## src/rtl/sbox_array_pipe.sv

```systemverilog
// LANES-wide pipelined AES S-box (GF((2^4)^2) datapath) with valid/ready flow control.
// Define SBOX_INV_EN to compile in the per-transaction inverse S-box mode.
module sbox_array_pipe #(
    parameter int unsigned LANES = 4
) (
    input  logic               clk,
    input  logic               rst,
    input  logic [8*LANES-1:0] in_data,
    input  logic               in_inv,
    input  logic               in_valid,
    output logic               in_ready,
    output logic [8*LANES-1:0] out_data,
    output logic               out_inv,
    output logic               out_valid,
    input  logic               out_ready
);

    function automatic logic [7:0] gf_mul(input logic [7:0] a, input logic [7:0] b);
        logic [7:0] p;
        logic [7:0] s;
        p = 8'h00;
        s = a;
        for (int i = 0; i < 8; i++) begin
            if (b[i]) p = p ^ s;
            s = {s[6:0], 1'b0} ^ (s[7] ? 8'h1b : 8'h00);
        end
        return p;
    endfunction

    function automatic logic [7:0] frob16(input logic [7:0] a);
        logic [7:0] r;
        r = a;
        for (int i = 0; i < 4; i++) r = gf_mul(r, r);
        return r;
    endfunction

    function automatic logic [7:0] sub_img(input logic [7:0] x, input logic [3:0] v);
        logic [7:0] r;
        logic [7:0] p;
        r = 8'h00;
        p = 8'h01;
        for (int i = 0; i < 4; i++) begin
            if (v[i]) r = r ^ p;
            p = gf_mul(p, x);
        end
        return r;
    endfunction

    // Locate X (root of x^4+x+1), then the first lambda making y^2+y+lambda irreducible
    // over GF(16) together with one of its roots Y; returns {lambda, Y, X}.
    function automatic logic [19:0] calc_field();
        logic [7:0] x;
        logic [7:0] y;
        logic [7:0] t;
        logic [7:0] sq;
        logic [7:0] limg;
        logic [7:0] r;
        logic [3:0] lam;
        x = 8'h00;
        y = 8'h00;
        lam = 4'h0;
        for (int i = 2; i < 256 && x == 8'h00; i++) begin
            t = 8'(i);
            sq = gf_mul(t, t);
            if ((gf_mul(sq, sq) ^ t ^ 8'h01) == 8'h00) x = t;
        end
        for (int l = 1; l < 16 && y == 8'h00; l++) begin
            limg = sub_img(x, 4'(l));
            r = 8'h00;
            for (int i = 1; i < 256 && r == 8'h00; i++) begin
                t = 8'(i);
                if ((gf_mul(t, t) ^ t ^ limg) == 8'h00) r = t;
            end
            if (r != 8'h00 && frob16(r) != r) begin
                y = r;
                lam = 4'(l);
            end
        end
        return {lam, y, x};
    endfunction

    function automatic logic [7:0] lin_map(input logic [63:0] m, input logic [7:0] v);
        logic [7:0] r;
        r = 8'h00;
        for (int i = 0; i < 8; i++) begin
            if (v[i]) r = r ^ m[8*i +: 8];
        end
        return r;
    endfunction

    function automatic logic [63:0] calc_c2b(input logic [7:0] x, input logic [7:0] y);
        logic [63:0] cols;
        logic [7:0]  p;
        p = 8'h01;
        cols = '0;
        for (int j = 0; j < 4; j++) begin
            cols[8*j +: 8]     = p;
            cols[8*(j+4) +: 8] = gf_mul(p, y);
            p = gf_mul(p, x);
        end
        return cols;
    endfunction

    function automatic logic [63:0] calc_b2c(input logic [63:0] m);
        logic [63:0] cols;
        logic        found;
        cols = '0;
        for (int k = 0; k < 8; k++) begin
            found = 1'b0;
            for (int c = 0; c < 256 && !found; c++) begin
                if (lin_map(m, 8'(c)) == 8'(1 << k)) begin
                    cols[8*k +: 8] = 8'(c);
                    found = 1'b1;
                end
            end
        end
        return cols;
    endfunction

    localparam logic [19:0] FieldCfg  = calc_field();
    localparam logic [3:0]  Lam       = FieldCfg[19:16];
    localparam logic [63:0] CompToBin = calc_c2b(FieldCfg[7:0], FieldCfg[15:8]);
    localparam logic [63:0] BinToComp = calc_b2c(CompToBin);

    function automatic logic [3:0] gf16_mul(input logic [3:0] a, input logic [3:0] b);
        logic [3:0] p;
        logic [3:0] s;
        p = 4'h0;
        s = a;
        for (int i = 0; i < 4; i++) begin
            if (b[i]) p = p ^ s;
            s = {s[2:0], 1'b0} ^ (s[3] ? 4'h3 : 4'h0);
        end
        return p;
    endfunction

    // a^14 = a^-1, and maps 0 to 0
    function automatic logic [3:0] gf16_inv(input logic [3:0] a);
        logic [3:0] a2;
        logic [3:0] a4;
        logic [3:0] a8;
        a2 = gf16_mul(a, a);
        a4 = gf16_mul(a2, a2);
        a8 = gf16_mul(a4, a4);
        return gf16_mul(gf16_mul(a2, a4), a8);
    endfunction

    function automatic logic [7:0] comp_inv(input logic [7:0] c);
        logic [3:0] d;
        logic [3:0] di;
        d  = gf16_mul(gf16_mul(c[7:4], c[7:4]), Lam) ^ gf16_mul(c[7:4], c[3:0]) ^
             gf16_mul(c[3:0], c[3:0]);
        di = gf16_inv(d);
        return {gf16_mul(c[7:4], di), gf16_mul(c[3:0] ^ c[7:4], di)};
    endfunction

    function automatic logic [7:0] aff_fwd(input logic [7:0] b);
        return b ^ {b[6:0], b[7]} ^ {b[5:0], b[7:6]} ^ {b[4:0], b[7:5]} ^ {b[3:0], b[7:4]} ^
               8'h63;
    endfunction

`ifdef SBOX_INV_EN
    function automatic logic [7:0] aff_inv(input logic [7:0] b);
        return {b[6:0], b[7]} ^ {b[4:0], b[7:5]} ^ {b[1:0], b[7:2]} ^ 8'h05;
    endfunction
`endif

    logic               adv;
    logic               mode_in;
    logic [8*LANES-1:0] s1_d, s2_d, s3_d;
    logic [8*LANES-1:0] s1_data_q, s2_data_q, s3_data_q;
    logic               s1_valid_q, s2_valid_q, s3_valid_q;
    logic               s1_inv_q, s2_inv_q, s3_inv_q;

`ifdef SBOX_INV_EN
    assign mode_in = in_inv;
`else
    logic unused_in_inv;
    assign unused_in_inv = in_inv;
    assign mode_in       = 1'b0;
`endif

    assign adv       = !out_valid || out_ready;
    assign in_ready  = adv;
    assign out_data  = s3_data_q;
    assign out_inv   = s3_inv_q;
    assign out_valid = s3_valid_q;

    always_comb begin
        s1_d = '0;
        s2_d = '0;
        s3_d = '0;
        for (int i = 0; i < int'(LANES); i++) begin
`ifdef SBOX_INV_EN
            s1_d[8*i +: 8] = lin_map(BinToComp,
                                     mode_in ? aff_inv(in_data[8*i +: 8]) : in_data[8*i +: 8]);
            s3_d[8*i +: 8] = s2_inv_q ? lin_map(CompToBin, s2_data_q[8*i +: 8]) :
                                        aff_fwd(lin_map(CompToBin, s2_data_q[8*i +: 8]));
`else
            s1_d[8*i +: 8] = lin_map(BinToComp, in_data[8*i +: 8]);
            s3_d[8*i +: 8] = aff_fwd(lin_map(CompToBin, s2_data_q[8*i +: 8]));
`endif
            s2_d[8*i +: 8] = comp_inv(s1_data_q[8*i +: 8]);
        end
    end

    always_ff @(posedge clk) begin
        if (rst) begin
            s1_valid_q <= 1'b0;
            s2_valid_q <= 1'b0;
            s3_valid_q <= 1'b0;
            s1_inv_q   <= 1'b0;
            s2_inv_q   <= 1'b0;
            s3_inv_q   <= 1'b0;
            s1_data_q  <= '0;
            s2_data_q  <= '0;
            s3_data_q  <= '0;
        end else if (adv) begin
            s1_valid_q <= in_valid;
            s2_valid_q <= s1_valid_q;
            s3_valid_q <= s2_valid_q;
            s1_inv_q   <= mode_in;
            s2_inv_q   <= s1_inv_q;
            s3_inv_q   <= s2_inv_q;
            s1_data_q  <= s1_d;
            s2_data_q  <= s2_d;
            s3_data_q  <= s3_d;
        end
    end

endmodule

```

## config.mk

```make
export PLATFORM = sky130hd
export DESIGN_NAME = sbox_array_pipe
export DESIGN_NICKNAME = d
export VERILOG_FILES = /design/src/rtl/sbox_array_pipe.sv
export SDC_FILE = /design/constraint.sdc
export NUM_CORES = 1
export LEC_CHECK = 0
export ABC_AREA = 0
export CORE_AREA = 10 10 181 183
export DETAILED_ROUTE_END_ITERATION = 12
export DIE_AREA = 0 0 191 193
export PLACE_DENSITY = 0.59
export REMOVE_ABC_BUFFERS = 1
export SLEW_MARGIN = 25
export SYNTH_ARGS = -nofsm -noshare
export SYNTH_HDL_FRONTEND = slang
export SYNTH_SLANG_ARGS = --single-unit
```

## constraint.sdc

```tcl
create_clock -name clk -period 8.5 [get_ports clk]
set_clock_uncertainty 0.15 [all_clocks]
set_input_delay 1.7 -clock clk [delete_from_list [all_inputs] [get_ports clk]]
set_output_delay 1.7 -clock clk [all_outputs]
set_load 0.03 [all_outputs]
```

==> flow_summary.json <==
{
  "ys_types": 97,
  "clock.fmax_ghz": 0.149,
  "cts_buffers": 9,
  "drive_gt1_share_pct": 6.37,
  "dpl.hpwl_um": 19400,
  "antenna_cells": 0,
  "design_area_mm2": 0.0124,
  "drt_first_pass_iters": 6,
  "root_buffer": "clkbuf_16",
  "ys_top_cells_by_area": "dfxtp_1 17%, xnor2_1 15%, nand2_1 6.1%, xor2_1 4.7%, nor2_1 4.7%",
  "start_kind": "flop",
  "rsz0062_at_grt": "no",
  "synth.avg_cell_area_um2": 7.67,
  "grt_pass1_wl_um": 45900,
  "crit_path_end": "s2_data_q[24]",
  "critPathCaptureType": "flop",
  "syn_inst": 1490,
  "dp.cells": 1835,
  "io_buffer_count": 69,
  "slew_headroom_pct": 32.2,
  "hold-path-cell-count": 2,
  "setup_tns_ns": 0,
  "routed_wl_um": 27400,
  "pin_count": 72,
  "drc": 0,
  "antenna_found_initial": 0,
  "drtIter0Drc": 700,
  "reg2reg_depth": 19,
  "area_delta_synth_final_pct": 8.21,
  "grt_max_degree": 93,
  "die_w_um": 191,
  "finalHoldViolCount": 0,
  "coreArea_mm2": 0.0292,
  "grt_overflow": 0,
  "yosysTopAreaCellShare_pct": 17.3,
  "routabilityCongestion": 0.884,
  "cts_setup_buffers": 0,
  "fin_crit_sh_pct": 79.1,
  "start_util_pct": 39.1,
  "track_usage_pct": 14.4,
  "whs_ns": 0.299,
  "vias": 10143,
  "max_cap_viol_count": 0,
  "fin_nets": 1518,
  "worstMarginPinSlew_ns": 1.02,
  "final_cells": 1850,
  "cts_buffer_depth": 2,
  "antenna_left": 0,
  "grt_pass1_vias": 9217,
  "timing.rr.end": "s2_data_q[24]",
  "viasPerCell": 5.48,
  "worstSkewPairLatency_ns": 0.35,
  "synth-main-ff-cell": "dfxtp_1",
  "postSynth.asyncResetShare_pct": 0,
  "clk_pin_slew_ns": 0.07,
  "cts_hold_buf": 0,
  "status": "complete, no violations",
  "cts_resized": 0,
  "hold_path.class": "flop to flop",
  "arrival_ns": 6.83,
  "htree_num_levels": 3,
  "syn_area_mm2": 0.0114,
  "synth_top_area_cell": "dfxtp_1",
  "period_needed_ns": 6.72,
  "setup.worst_path.start": "s1_data_q[31]",
  "drv_slew": 0,
  "worstPathRequired_ns": 8.61,
  "r2r_start": "s1_data_q[31]",
  "routedWlPerCell_um": 14.8,
  "design.die.area_mm2": 0.0369,
  "placed_area_mm2": 0.0121,
  "cts.sinks": 99,
  "yosysWarnings": 0,
  "die_h_um": 193,
  "placement_rows": 63,
  "path_max_fanout": 20,
  "reg2reg_setup_slack_ns": 1.78,
  "synth_edf_count": 0,
  "ys_ff_latch": 99,
  "setup_viol": 0,
  "critical_path_class": "flop to flop",
  "cts_tree": "done",
  "seq_area_frac_synth_pct": 17.3
}
layout by cell type, fill, tap and decap left out, types with 8 or more instances in the layout:
cell	count
a31oi_1	15
xnor3_1	13
ha_1	25
a211oi_1	67
a211oi_2	8
xnor2_2	8
xor2_1	62
nor4_1	11
and3_1	15
nand2_1	186
o21ai_1	8
o22ai_1	10
nor2b_1	22
o21ai_0	50
nor2_1	142
xnor2_1	190
nand2b_1	22
or3_1	13
clkdlybuf4s50_1	68
a221oi_1	9
clkbuf_16	9
inv_1	21
buf_4	8
mux2i_1	22
a21oi_1	71
o211ai_1	14
nand3_1	40
dfxtp_1	99
nand4_1	13
nor3_1	31
registers in the layout, indices dropped and copies added, names as in the netlist:
name        flops
s2_valid_q      1
out_data       32
s1_valid_q      1
s2_data_q      32
s1_data_q      32
out_valid       1
cell families after synthesis:
logic type	after synthesis	synth area share, %
and+or+nand+nor	537	22.0
AOI/OAI and AO/OA	364	23.2
xor gates and xnor gates	288	26.0
buffers and inverters	148	6.18
DFF	99	17.3
muxes	28	2.52
adders and majority gates	25	2.74
other	1	0.0328
cell usage after synthesis (8+ instances only):
library cell    n
a211oi_1       67
a211oi_2        8
a21oi_1        71
a221oi_1        9
a31oi_1        15
and3_1         15
buf_2          40
buf_4          13
clkbuf_1       54
dfxtp_1        99
ha_1           25
inv_1          22
mux2i_1        22
nand2_1       186
nand2b_1       22
nand3_1        40
nand4_1        13
nor2_1        142
nor2b_1        23
nor3_1         31
nor4_1         11
o211ai_1       14
o21ai_0        50
o21ai_1         9
o22ai_1        10
or3_1          13
xnor2_1       190
xnor2_2         8
xnor3_1        13
xor2_1         62
stage by stage:
step           utilization (%)  worst slack, ns
6_report                  42.3             1.78
5_1_grt                   42.3             1.29
4_1_cts                   42.3             1.93
3_5_place_dp              41.3             1.96
3_3_place_gp              41.3             2.02
2_1_floorplan                -            0.984
how the worst min path moves through the flow:
stage / startpoint / end / slack [ns]
4_1_cts: out_data[13] / out_data[13] / 0.30
5_1_grt: out_data[12] / out_data[12] / 0.33
3_5_place_dp: out_data[13] / out_data[13] / 0.29
3_3_place_gp: out_data[13] / out_data[13] / 0.29
2_1_floorplan: s1_valid_q / s1_valid_q / 0.28
6_report: out_data[13] / out_data[13] / 0.30
worst max-delay path, cell delays in order (launching register included):
cell and delay, ns:
dfxtp_1 0.81, ha_1 0.48, nand2_1 0.12, xnor2_1 0.29, xnor2_1 0.18, xor2_1 0.72
inv_1 0.42, o21ai_0 0.25, a21oi_1 0.11, nor2b_1 0.13, ha_1 0.52, inv_1 0.21
nand2_1 0.16, a21oi_1 0.08, o41ai_1 0.68, and3_1 0.45, nand2_1 0.10, xnor3_1 0.39
xor2_1 0.15, a211oi_1 0.21
per-layer routing:
metal  track usage [%]  wire length, µm  share of wire, %  vias up
met4              2.51              218              0.80        0
met3              2.39             1190               4.4       21
met2              23.4            12400                45      210
met5                 0                0                 0        -
li1                  -                -                 -     5214
met1              20.0            13600                50     4698
final cells by class:
type	instances	area (µm²)
fill	3007	16900
clock buffer	11	243
timing repair buffer	76	741
inverter	27	104
clock inverter	4	58.8
multi-input combinational	1243	8750
sequential	99	1980
tap	390	488
Power is not shown: default switching activity piles up to over one toggle a cycle in this logic, so the estimate is an artifact.
